$ cat src/rtl/acc_mem_arbiter_if.sv
// Bus bundle for acc_mem_arbiter: core port, external port, SRAM port and
// stall statistics. The arbiter uses the slave view. The environment
// (core wrapper, NoC/DMA port, SRAM) uses the master view.
interface acc_mem_arbiter_if #(
    parameter int DATA_W = 32,
    parameter int ADDR_W = 32,
    parameter int CNT_W  = 16
);
    localparam int BE_W = DATA_W / 8;

    // Core requester
    logic              core_en_i;
    logic [BE_W-1:0]   core_we_i;
    logic [ADDR_W-1:0] core_addr_i;
    logic [DATA_W-1:0] core_wdata_i;
    logic [DATA_W-1:0] core_rdata_o;
    logic              core_stall_o;

    // External (NoC/DMA) requester
    logic              ext_en_i;
    logic [BE_W-1:0]   ext_we_i;
    logic [ADDR_W-1:0] ext_addr_i;
    logic [DATA_W-1:0] ext_wdata_i;
    logic [DATA_W-1:0] ext_rdata_o;
    logic              ext_stall_o;

    // Single-port SRAM
    logic              mem_en_o;
    logic [BE_W-1:0]   mem_we_o;
    logic [ADDR_W-1:0] mem_addr_o;
    logic [DATA_W-1:0] mem_wdata_o;
    logic [DATA_W-1:0] mem_rdata_i;

    // Stall statistics
    logic [CNT_W-1:0]  core_wait_cnt_o;
    logic [CNT_W-1:0]  ext_wait_cnt_o;

    modport slave (
        input  core_en_i, core_we_i, core_addr_i, core_wdata_i,
        output core_rdata_o, core_stall_o,
        input  ext_en_i, ext_we_i, ext_addr_i, ext_wdata_i,
        output ext_rdata_o, ext_stall_o,
        output mem_en_o, mem_we_o, mem_addr_o, mem_wdata_o,
        input  mem_rdata_i,
        output core_wait_cnt_o, ext_wait_cnt_o
    );

    modport master (
        output core_en_i, core_we_i, core_addr_i, core_wdata_i,
        input  core_rdata_o, core_stall_o,
        output ext_en_i, ext_we_i, ext_addr_i, ext_wdata_i,
        input  ext_rdata_o, ext_stall_o,
        input  mem_en_o, mem_we_o, mem_addr_o, mem_wdata_o,
        output mem_rdata_i,
        input  core_wait_cnt_o, ext_wait_cnt_o
    );
endinterface

$ cat src/rtl/acc_mem_arbiter.sv
// acc_mem_arbiter: shares one single-port SRAM between the RISC-V core port
// and the external NoC/DMA port. The core has priority. The external port is
// guaranteed a grant after at most MAX_BURST consecutive core grants.
//
// Handshake: a requester raises en with stable we/addr/wdata and holds them
// until accepted. A request is accepted in any cycle where en=1 and stall=0.
// Read data appears on that requester's rdata exactly one cycle later and
// stays there until its next read returns.
module acc_mem_arbiter #(
    parameter int DATA_W    = 32,
    parameter int ADDR_W    = 32,
    parameter int MAX_BURST = 4,
    parameter int CNT_W     = 16
) (
    input  logic             clk_i,
    input  logic             resetn_i,
    acc_mem_arbiter_if.slave bus
);
    localparam int               BE_W        = DATA_W / 8;
    localparam logic [3:0]       BURST_LIMIT = 4'(MAX_BURST);
    localparam logic [CNT_W-1:0] CNT_SAT     = '1;

    // Consecutive core grants while the external port is waiting
    logic [3:0]        streak_q, streak_d;
    // Read return pending for each requester
    logic              rd_core_q, rd_core_d;
    logic              rd_ext_q, rd_ext_d;
    // Last returned read data per requester
    logic [DATA_W-1:0] hold_core_q, hold_core_d;
    logic [DATA_W-1:0] hold_ext_q, hold_ext_d;
    // Saturating stall statistics
    logic [CNT_W-1:0]  core_cnt_q, core_cnt_d;
    logic [CNT_W-1:0]  ext_cnt_q, ext_cnt_d;

    logic              gnt_core, gnt_ext;
    logic              core_stall, ext_stall;
    logic              mem_en;
    logic [BE_W-1:0]   mem_we;
    logic [ADDR_W-1:0] mem_addr;
    logic [DATA_W-1:0] mem_wdata;

    // Grant: external wins only when the core is idle or has used up its burst.
    // Nothing is granted while reset is asserted.
    always_comb begin
        gnt_ext    = resetn_i & bus.ext_en_i &
                     (~bus.core_en_i | (streak_q == BURST_LIMIT));
        gnt_core   = resetn_i & bus.core_en_i & ~gnt_ext;
        core_stall = bus.core_en_i & ~gnt_core;
        ext_stall  = bus.ext_en_i & ~gnt_ext;
    end

    // SRAM request mux: fields of the granted requester, all zero when idle.
    always_comb begin
        mem_en    = gnt_core | gnt_ext;
        mem_we    = '0;
        mem_addr  = '0;
        mem_wdata = '0;
        if (gnt_core) begin
            mem_we    = bus.core_we_i;
            mem_addr  = bus.core_addr_i;
            mem_wdata = bus.core_wdata_i;
        end else if (gnt_ext) begin
            mem_we    = bus.ext_we_i;
            mem_addr  = bus.ext_addr_i;
            mem_wdata = bus.ext_wdata_i;
        end
    end

    // Next-state: streak, read-return flags, data holds and counters.
    always_comb begin
        streak_d    = streak_q;
        rd_core_d   = gnt_core & (bus.core_we_i == '0);
        rd_ext_d    = gnt_ext & (bus.ext_we_i == '0);
        hold_core_d = rd_core_q ? bus.mem_rdata_i : hold_core_q;
        hold_ext_d  = rd_ext_q ? bus.mem_rdata_i : hold_ext_q;
        core_cnt_d  = core_cnt_q;
        ext_cnt_d   = ext_cnt_q;

        if (gnt_ext || !bus.ext_en_i) begin
            streak_d = 4'd0;
        end else if (gnt_core) begin
            streak_d = streak_q + 4'd1;
        end

        if (core_stall && (core_cnt_q != CNT_SAT)) begin
            core_cnt_d = core_cnt_q + 1'b1;
        end
        if (ext_stall && (ext_cnt_q != CNT_SAT)) begin
            ext_cnt_d = ext_cnt_q + 1'b1;
        end
    end

    // State registers; an asynchronous reset discards any read in flight.
    always_ff @(posedge clk_i or negedge resetn_i) begin
        if (!resetn_i) begin
            streak_q    <= 4'd0;
            rd_core_q   <= 1'b0;
            rd_ext_q    <= 1'b0;
            hold_core_q <= '0;
            hold_ext_q  <= '0;
            core_cnt_q  <= '0;
            ext_cnt_q   <= '0;
        end else begin
            streak_q    <= streak_d;
            rd_core_q   <= rd_core_d;
            rd_ext_q    <= rd_ext_d;
            hold_core_q <= hold_core_d;
            hold_ext_q  <= hold_ext_d;
            core_cnt_q  <= core_cnt_d;
            ext_cnt_q   <= ext_cnt_d;
        end
    end

    assign bus.core_stall_o    = core_stall;
    assign bus.ext_stall_o     = ext_stall;
    assign bus.mem_en_o        = mem_en;
    assign bus.mem_we_o        = mem_we;
    assign bus.mem_addr_o      = mem_addr;
    assign bus.mem_wdata_o     = mem_wdata;
    // Returning read data passes straight through; otherwise the held value.
    assign bus.core_rdata_o    = rd_core_q ? bus.mem_rdata_i : hold_core_q;
    assign bus.ext_rdata_o     = rd_ext_q ? bus.mem_rdata_i : hold_ext_q;
    assign bus.core_wait_cnt_o = core_cnt_q;
    assign bus.ext_wait_cnt_o  = ext_cnt_q;
endmodule
$ cat src/flat_wrapper.sv
// flat-port wrapper written by rule: the top's interface ports become plain ports
module acc_mem_arbiter_flat 
#(
    parameter int DATA_W    = 32,
    parameter int ADDR_W    = 32,
    parameter int MAX_BURST = 4,
    parameter int CNT_W     = 16
)
  (clk_i, resetn_i, bus_core_en_i, bus_core_we_i, bus_core_addr_i, bus_core_wdata_i, bus_core_rdata_o, bus_core_stall_o, bus_ext_en_i, bus_ext_we_i, bus_ext_addr_i, bus_ext_wdata_i, bus_ext_rdata_o, bus_ext_stall_o, bus_mem_en_o, bus_mem_we_o, bus_mem_addr_o, bus_mem_wdata_o, bus_mem_rdata_i, bus_core_wait_cnt_o, bus_ext_wait_cnt_o);
  acc_mem_arbiter_if #(.DATA_W(DATA_W), .ADDR_W(ADDR_W), .CNT_W(CNT_W)) bus_i ();
  input  logic clk_i;
  input  logic resetn_i;
  input wire logic [$bits(bus_i.core_en_i)-1:0] bus_core_en_i;
  input wire logic [$bits(bus_i.core_we_i)-1:0] bus_core_we_i;
  input wire logic [$bits(bus_i.core_addr_i)-1:0] bus_core_addr_i;
  input wire logic [$bits(bus_i.core_wdata_i)-1:0] bus_core_wdata_i;
  output wire logic [$bits(bus_i.core_rdata_o)-1:0] bus_core_rdata_o;
  output wire logic [$bits(bus_i.core_stall_o)-1:0] bus_core_stall_o;
  input wire logic [$bits(bus_i.ext_en_i)-1:0] bus_ext_en_i;
  input wire logic [$bits(bus_i.ext_we_i)-1:0] bus_ext_we_i;
  input wire logic [$bits(bus_i.ext_addr_i)-1:0] bus_ext_addr_i;
  input wire logic [$bits(bus_i.ext_wdata_i)-1:0] bus_ext_wdata_i;
  output wire logic [$bits(bus_i.ext_rdata_o)-1:0] bus_ext_rdata_o;
  output wire logic [$bits(bus_i.ext_stall_o)-1:0] bus_ext_stall_o;
  output wire logic [$bits(bus_i.mem_en_o)-1:0] bus_mem_en_o;
  output wire logic [$bits(bus_i.mem_we_o)-1:0] bus_mem_we_o;
  output wire logic [$bits(bus_i.mem_addr_o)-1:0] bus_mem_addr_o;
  output wire logic [$bits(bus_i.mem_wdata_o)-1:0] bus_mem_wdata_o;
  input wire logic [$bits(bus_i.mem_rdata_i)-1:0] bus_mem_rdata_i;
  output wire logic [$bits(bus_i.core_wait_cnt_o)-1:0] bus_core_wait_cnt_o;
  output wire logic [$bits(bus_i.ext_wait_cnt_o)-1:0] bus_ext_wait_cnt_o;
  assign bus_i.core_en_i = bus_core_en_i;
  assign bus_i.core_we_i = bus_core_we_i;
  assign bus_i.core_addr_i = bus_core_addr_i;
  assign bus_i.core_wdata_i = bus_core_wdata_i;
  assign bus_core_rdata_o = bus_i.core_rdata_o;
  assign bus_core_stall_o = bus_i.core_stall_o;
  assign bus_i.ext_en_i = bus_ext_en_i;
  assign bus_i.ext_we_i = bus_ext_we_i;
  assign bus_i.ext_addr_i = bus_ext_addr_i;
  assign bus_i.ext_wdata_i = bus_ext_wdata_i;
  assign bus_ext_rdata_o = bus_i.ext_rdata_o;
  assign bus_ext_stall_o = bus_i.ext_stall_o;
  assign bus_mem_en_o = bus_i.mem_en_o;
  assign bus_mem_we_o = bus_i.mem_we_o;
  assign bus_mem_addr_o = bus_i.mem_addr_o;
  assign bus_mem_wdata_o = bus_i.mem_wdata_o;
  assign bus_i.mem_rdata_i = bus_mem_rdata_i;
  assign bus_core_wait_cnt_o = bus_i.core_wait_cnt_o;
  assign bus_ext_wait_cnt_o = bus_i.ext_wait_cnt_o;
  acc_mem_arbiter #(.DATA_W(DATA_W), .ADDR_W(ADDR_W), .MAX_BURST(MAX_BURST), .CNT_W(CNT_W)) u_core (.clk_i(clk_i), .resetn_i(resetn_i), .bus(bus_i));
endmodule
$ cat config.mk
export PLATFORM = sky130hd
export DESIGN_NAME = acc_mem_arbiter_flat
export DESIGN_NICKNAME = d
export VERILOG_FILES = /design/src/rtl/acc_mem_arbiter_if.sv /design/src/rtl/acc_mem_arbiter.sv /design/src/flat_wrapper.sv
export SDC_FILE = /design/constraint.sdc
export NUM_CORES = 1
export LEC_CHECK = 0
export ABC_CLOCK_PERIOD_IN_PS = 2700
export CAP_MARGIN = 20
export CORE_MARGIN = 10
export CORE_UTILIZATION = 24
export CTS_BUF_LIST = sky130_fd_sc_hd__clkbuf_2 sky130_fd_sc_hd__clkbuf_4 sky130_fd_sc_hd__clkbuf_8
export CTS_CLUSTER_SIZE = 28
export DETAILED_ROUTE_END_ITERATION = 8
export GPL_TIMING_DRIVEN = 0
export SLEW_MARGIN = 0
export SYNTH_ARGS = -nofsm -noshare
export SYNTH_HDL_FRONTEND = slang
export SYNTH_SLANG_ARGS = --single-unit
$ cat constraint.sdc
create_clock -name clk_i -period 2.7 [get_ports clk_i]
set_input_delay 0.54 -clock clk_i [delete_from_list [all_inputs] [get_ports clk_i]]
set_output_delay 0.54 -clock clk_i [all_outputs]
set_load 0.005 [all_outputs]
### Word-level counts from Yosys, hierarchy flattened

Cells that the tools add are included.

| storage, ports and cells | value |
|---|---|
| input port bits | 172 |
| bits in registers | 102 |
| bits in read-only memories | 0 |
| RAM bits | 0 |
| memories kept | 0 |
| latch bits | 0 |
| word-level logic and storage cells | 43 |

| operators by class | value |
|---|---|
| reductions and logical operators | 7 |
| shifts and indexed selects | 0 |
| order comparisons | 0 |
| eq/ne operators | 3 |
| add/sub/neg operators | 3 |
| bitwise operators | 13 |
| muxes and demuxes | 10 |
| multiply operators | 0 |
| divide/modulo/power cells | 0 |

Operator list:

| kind | number |
|---|---|
| 32-bit 2-to-1 mux | 6 |
| 16-bit by 1-bit adder with 16-bit output (second input constant) | 2 |
| 16-bit inequality test (second input constant) | 2 |
| 4-bit 2-to-1 mux | 4 |
| 1-bit bitwise AND | 8 |
| 4-bit logical NOT | 2 |
| 4-bit by 1-bit adder with 4-bit output (second input constant) | 1 |
| 4-bit by 3-bit equality test with 1-bit output (second input constant) | 1 |
| 1-bit NOT | 3 |
| 1-bit logical AND | 2 |
| 1-bit OR | 2 |
| 2-bit nonzero test | 1 |
| 1-bit logical NOT | 1 |
| 1-bit logical OR | 1 |

### Logic depth before layout (Yosys ltp)

Gate-level depths: netlist (run 1).

| depth | value |
|---|---|
| word-level depth | 8 |
| gate-level depth with buffers | 8 |

### Least setup slack after synthesis (run 1)

Ideal clock, no wire load.

| timing path | value |
|---|---|
| path type | reg2out |
| from | reg u_core.streak_q[0] |
| to | out bus_mem_wdata_o[10] |
| arrival time | 1602 ps |
| cell stages (with the launch flop) | 9 |
| path buffers | 2 |
| data required time | 2160 ps |
| setup slack | 558 ps |
| path through | dfrtp_1 inv_1 ha_1 nand3b_2 a21oi_4 nor2_2 buf_2 buf_4 a22o_1 |

| on the way | value |
|---|---|
| word-level cells in the longest chain between the ends | 6 |

Ends and longest elaborated chain:

| element | line | text |
|---|---|---|
| start: declaration | acc_mem_arbiter.sv:24 | `logic [3:0] streak_q, streak_d;` |
| start signal: assignment | acc_mem_arbiter.sv:104 | `streak_q <= streak_d;` |
| 4-bit by 3-bit equality test with 1-bit output * | acc_mem_arbiter.sv:46 | `(~bus.core_en_i \| (streak_q == BURST_LIMIT));` |
| 1-bit OR * | acc_mem_arbiter.sv:46 |  |
| 1-bit bitwise AND * | acc_mem_arbiter.sv:45 | `gnt_ext = resetn_i & bus.ext_en_i &` |
| 1-bit NOT | acc_mem_arbiter.sv:47 | `gnt_core = resetn_i & bus.core_en_i & ~gnt_ext;` |
| 1-bit bitwise AND | acc_mem_arbiter.sv:47 |  |
| 32-bit 2-to-1 mux * | acc_mem_arbiter.sv:58 | `if (gnt_core) begin` |
| end: declaration | flat_wrapper.sv:28 | `output wire logic [$bits(bus_i.mem_wdata_o)-1:0] bus_mem_wdata_o;` |

Mark *: on every way between the ends. The rest lies on a longest branch, timed or not.

### Worst setup path in the final report (run 1)

| timing path | value |
|---|---|
| from | reg u_core.streak_q[1] |
| to | out bus_mem_wdata_o[8] |

The elaborated chain is that of the path after synthesis.

==> impl_metrics.toml, run 1 <==
[status]
outcome = "finished with violations"
violations = "negative setup slack"

[setup_path]
r2r_end = "u_core.bus.core_wait_cnt_o[8]"
rr_worst_depth = 6
ff2ff_setup_slack_ns = 0.83
worstSetupPathType = "flop to output pin"
cp.arrival_ns = 2.21
critPathLaunchType = "flop"
crit_path_end_kind = "output pin"
r2r-start = "u_core.bus.core_wait_cnt_o[0]"
setup.worst_path.start = "u_core.streak_q[1]"
worstPathRequired_ns = 2.16
critPathMaxFanout = 5

[place]
dp_hpwl_microns = 19500
io_buffers = 336
dpl-instance-area_sq_um = 8750
dpl_worst_slack_ns = -0.795
gp_congestion = 0.867
dp.cells = 1015

[layout]
regArea_sq_um = 2550
layout_common_cells = "267 x clkdlybuf4s50_1, 102 x dfrtp_1, 67 x a22o_1"
final_area_sq_um = 9160
syn_to_final_growth_pct = 82.4
drive_above_1_share = 0.252
layout_commonest_cell = "clkdlybuf4s50_1"
fillers = 1930
multiInputGateArea_sq_um = 2360
final_cells = 1052
layout.nets = 952
final_util = 0.448

[yosys]
post_synth_num_cell_types = 40
yosys_warnings = 0
syn-num-nets = 584
syn_area_sq_um = 5020
syn_area_per_cell_sq_um = 12.3
syn_inst = 408
ys_seq_area_frac = 0.508
synth-seq-cells = 102
synth_top_area_frac = 0.508
synth_top_area_cell = "dfrtp_1"
synth_area_leaders = "dfrtp_1 51%, mux2_2 15%, a22o_1 12%, xor2_1 4.0%, nand3_1 1.4%"

[timing]
fmaxAchievable_ghz = 0.364
layout_setup_ws_ns = -0.0508
fin_hold_ws_ns = 0.111
rsz0062_at_grt = "yes"
worstMarginPinSlew_ns = 0.619
setup_violations = 2
slew_headroom = 0.586
post-route-period-util = 1.02
finalMaxSlewViolations = 0
fin_skew_ns = 0.0125
hold_viol_final = 0
tns_ns = -0.101
period_minus_slack_ns = 2.75

[die]
rows = 52
core_sq_um = 20400
die_area_sq_um = 27100
boundaryPins = 339
die_w_microns = 165
initial_core_util = 0.246
die_y_microns = 165

[flow_run]
max_cap_viol_count = 0

[grt]
grtUsageTotal = 0.162
grt_start_max_net_pins = 68
grt_pass1_wl_microns = 33400
overflow = 0
grt_pass1_vias = 5317
antenna_found_initial = 3

[clock_network]
tritoncts = "built"
ctsHtreeMaxLevel = 3
clock_latency_ns = 0.37
clk_pin_slew_ns = 0.10
cts_root_buf = "clkbuf_8"
clock-sinks = 102
clock_path_buffers = 2
numCtsBuffers = 9

[power]
irDropWorstVdd_mv = 0.236
sw_frac_of_total = 0.287
cellPowerDensity_nw_per_um2 = 505
power_frac_comb = 0.352
p_switching_mw = 1.33
pwr-share-seq = 0.434
clockPowerShare = 0.214
internal-power_mw = 3.30
p_total_mw = 4.63
p_leak_nw = 4.10

[route]
route.detailed.drc = 0
drtPass1Iterations = 4
routed_wl_microns = 23300
drt-wirelength-per-cell_microns = 22.1
viasPerCell = 4.66
initialDrtViolationCount = 115
drtAntennaViolNets = 0
vias = 4905

[hold_path]
holdCritPathClass = "input port to async pin"
-- worst max-delay path by stage --
stage,slack (ns),end,cells after the start
6_report,-0.05,bus_mem_wdata_o[8],12
4_1_cts,-0.18,bus_mem_addr_o[27],9
2_1_floorplan,0.56,bus_mem_wdata_o[10],8
3_3_place_gp,-4.40,bus_mem_wdata_o[1],9
3_5_place_dp,-0.80,bus_mem_wdata_o[1],9
5_1_grt,-0.15,bus_mem_wdata_o[8],12
-- power by group through the flow --
stage | clock network, mW | logic, mW | registers [mW]
floorplan | 0 | 0.497 | 1.99
global placement | 0 | 1.61 | 2.02
detailed placement | 0 | 1.65 | 2.04
CTS | 1.03 | 1.66 | 2.01
global route | 1.10 | 1.75 | 2.05
finish | 0.990 | 1.63 | 2.01
-- per-layer routing --
layer | GRT usage | vias up | wire length [microns]
li1 | - | 2270 | -
met1 | 0.153 | 2386 | 7820
met2 | 0.307 | 220 | 12600
met3 | 0.0729 | 25 | 2380
met4 | 0.0471 | 4 | 404
met5 | 0 | - | 34
-- worst max-delay path, stage by stage, from the launching register on --
cell and delay (ns):
dfrtp_1 0.42, inv_2 0.08, ha_4 0.15, nand3b_4 0.09, a21oi_4 0.15, buf_12 0.13, nor2_4 0.04, buf_6 0.13
buf_8 0.12, buf_8 0.13, buf_6 0.11, a22o_1 0.17, buf_2 0.13
-- repair_timing --
item                                    4_1_cts  5_1_grt
cloned                                        0        1
setup buffers                                14        9
resized for setup                           203       78
endpoints found under the hold margin        23        0
endpoints found under the setup margin      130      103
hold buffers                                  2        0
pin swaps                                     6        7
-- synth_stat cells (all sizes together) --
master,number
a21boi,3
a21oi,4
a22o,67
a311oi,1
and2,1
and3,6
and4,2
and4b,3
buf,19
clkbuf,8
dfrtp,102
ha,4
inv,6
mux2,66
nand2,15
nand2b,1
nand3,14
nand3b,2
nand4,11
nand4b,2
nor2,9
nor3,11
nor3b,3
nor4,10
nor4b,3
o211ai,1
o21a,1
o21ai,2
or4,1
xnor2,7
xor2,23
-- area by class of cell --
| cell class | count | area share |
|---|---|---|
| Sequential cell | 102 | 0.279 |
| Antenna cell | 1 | 0.000273 |
| Inverter | 6 | 0.00246 |
| Clock inverter | 6 | 0.00752 |
| Timing Repair Buffer | 361 | 0.376 |
| Buffer | 23 | 0.0247 |
| Multi-Input combinational cell | 273 | 0.258 |
| Tap cell | 270 | 0.0369 |
| Clock buffer | 10 | 0.0150 |
-- state kept, by name, indices dropped and copies added (netlist names) --
register                    cells
u_core.rd_core_q                1
u_core.hold_core_q             32
u_core.hold_ext_q              32
u_core.bus.ext_wait_cnt_o      16
u_core.streak_q                 4
u_core.rd_ext_q                 1
u_core.bus.core_wait_cnt_o     16
-- kinds of logic after synthesis --
logic type | share of synthesized area
simple gates | 0.114
flops | 0.508
xor+xnor | 0.0523
mux | 0.149
fa+ha+maj | 0.00997
compound gates | 0.137
buf+inv | 0.0292
Note: power is estimated with default switching activity, not from simulation.
==> inputs of run 2 (changes only) <==
--- a/config.mk
+++ b/config.mk
@@ -7,12 +7,15 @@
 export LEC_CHECK = 0
 export ABC_CLOCK_PERIOD_IN_PS = 2700
 export CAP_MARGIN = 20
+export CELL_PAD_IN_SITES_DETAIL_PLACEMENT = 1
+export CELL_PAD_IN_SITES_GLOBAL_PLACEMENT = 1
 export CORE_MARGIN = 10
 export CORE_UTILIZATION = 24
 export CTS_BUF_LIST = sky130_fd_sc_hd__clkbuf_2 sky130_fd_sc_hd__clkbuf_4 sky130_fd_sc_hd__clkbuf_8
 export CTS_CLUSTER_SIZE = 28
 export DETAILED_ROUTE_END_ITERATION = 8
 export GPL_TIMING_DRIVEN = 0
+export PLACE_DENSITY_LB_ADDON = 0.1
 export SLEW_MARGIN = 0
 export SYNTH_ARGS = -nofsm -noshare
 export SYNTH_HDL_FRONTEND = slang
==> run 2 against run 1 <==
Against the previous run:
- the flow now finishes without violations
- critical path depth shrank 2
- first-iteration DRC count is 3.5% higher
- sequential share of layout area rose by 0.46 points
- sequential cell count is the same
- register-to-register slack worse by 0.04 ns
- global-route usage grew 0.42 points
- non-clock buffer count decreased by 5
- utilization fell by 0.73 points
- combinational power is essentially flat
- via count decreased by 0.20%
- sequential power is essentially flat
- fmax is 4.7% higher
==> impl_metrics.toml, run 2 (same netlist as run 1, synthesis figures left out) <==
[layout]
final_util = 0.441
drive_above_1_share = 0.241
final_area_sq_um = 9010
final_cells = 1049
reg_top3 = "u_core.hold_core_q x32, u_core.hold_ext_q x32"
layout_commonest_cell = "clkdlybuf4s50_1"
layout_common_cells = "267 x clkdlybuf4s50_1, 102 x dfrtp_1, 67 x a22o_1"
layout.nets = 947
syn_to_final_growth_pct = 79.4

[place]
dp_hpwl_microns = 19800
dpl_worst_slack_ns = -0.769
dpl-instance-area_sq_um = 8750
gp_congestion = 0.828
io_buffers = 336
dp.cells = 1015

[die]
core_sq_um = 20400
die_w_microns = 165
die_y_microns = 165
boundaryPins = 339
initial_core_util = 0.246
die_area_sq_um = 27100
rows = 52

[grt]
grt_pass1_wl_microns = 34500
grt_pass1_vias = 5615
grt_start_max_net_pins = 71
antenna_found_initial = 3
overflow = 0
grtUsageTotal = 0.167

[timing]
slew_headroom = 0.647
rsz0062_at_grt = "yes"
hold_viol_final = 0
fin_skew_ns = 0.0120
layout_setup_ws_ns = 0.0714
fin_hold_ws_ns = 0.115
tns_ns = 0
finalMaxSlewViolations = 0
fmaxAchievable_ghz = 0.380
setup_violations = 0
post-route-period-util = 0.974
worstMarginPinSlew_ns = 0.525
period_minus_slack_ns = 2.63

[clock_network]
clk_pin_slew_ns = 0.10
clock_latency_ns = 0.37
clock_path_buffers = 2
clock-sinks = 102
numCtsBuffers = 9
ctsHtreeMaxLevel = 3
cts_root_buf = "clkbuf_8"
tritoncts = "built"

[setup_path]
path_cells = "inv_2, ha_4, nand3b_4, a21oi_4, buf_6, nor2_4, buf_6, buf_8, a22o_1, buf_2"
worstPathRequired_ns = 2.16
timing.critical_path.buf_inv = 5
cp_common_cell = "buf_6"
r2r_end = "u_core.bus.ext_wait_cnt_o[1]"
critPathLaunchType = "flop"
critPathMaxFanout = 10
cp.arrival_ns = 2.09
max_stage_delay_ns = 0.41
critical_path.top_delay_family = "buffers and inverters"
worstSetupPathType = "flop to output pin"
rr_worst_depth = 5
slowest_stage = "dfrtp_1"
r2r-start = "u_core.bus.ext_wait_cnt_o[0]"
ff2ff_setup_slack_ns = 0.79
crit_path_end_kind = "output pin"

[power]
cellPowerDensity_nw_per_um2 = 501
p_leak_nw = 4.00
irDropWorstVdd_mv = 0.188
p_total_mw = 4.51

[route]
route.detailed.drc = 0
viasPerCell = 4.67
drtAntennaViolNets = 0
vias = 4895
drtPass1Iterations = 4
routed_wl_microns = 23700
initialDrtViolationCount = 119
drt-wirelength-per-cell_microns = 22.6

[hold_path]
holdCritPathClass = "input port to async pin"

[status]
outcome = "complete, no violations"

[flow_run]
max_cap_viol_count = 0
-- run 2: changes by cell type in the layout (fill, tap and decap cells not counted), moves of 2 or more --
cell             delta
clkbuf_8            -3
clkdlybuf4s15_1     +2
buf_8               -2
diode_2             +3
buf_4               +2
dlymetal6s2s_1      -3
buf_12              -3
dlygate4sd2_1       +6
-- run 2: power breakdown --
group	internal [mW]	switching (mW)
sequential	1.79	0.224
clock	0.354	0.548
combinational	1.03	0.568
total	3.17	1.34
-- run 2: worst max path at each step --
stage | start | end | slack [ns] | cells past startpoint
6_report | u_core.streak_q[0] | bus_mem_wdata_o[6] | 0.07 | 10
3_5_place_dp | resetn_i | bus_mem_addr_o[30] | -0.77 | 7
3_3_place_gp | resetn_i | bus_mem_addr_o[30] | -4.57 | 7
2_1_floorplan | u_core.streak_q[0] | bus_mem_wdata_o[10] | 0.56 | 8
5_1_grt | u_core.streak_q[0] | bus_mem_wdata_o[24] | -0.04 | 10
4_1_cts | u_core.streak_q[1] | bus_mem_wdata_o[12] | -0.01 | 10
-- run 2: routing by layer --
layer	wire [microns]	track usage	vias up
li1	-	-	2259
met1	8190	0.155	2407
met2	12600	0.309	211
met3	2590	0.0802	18
met4	330	0.0592	0
met5	0	0	-
-- run 2: layout make-up --
class,instances,area [sq um]
fill,2277,11400
tap,270,338
clock inverter,5,43.8
inverter,6,22.5
timing repair buffer,354,3320
clock buffer,10,131
sequential,102,2550
antenna,4,10.0
multi-input combinational,273,2360
buffer,25,229
-- run 2: what timing repair did --
item | CTS | global route
gates resized for setup | 203 | 54
setup endpoints to repair | 130 | 61
setup buffers | 14 | 2
pin swaps | 5 | 2
hold buffers | 1 | 0
endpoints found under the hold margin | 32 | 0
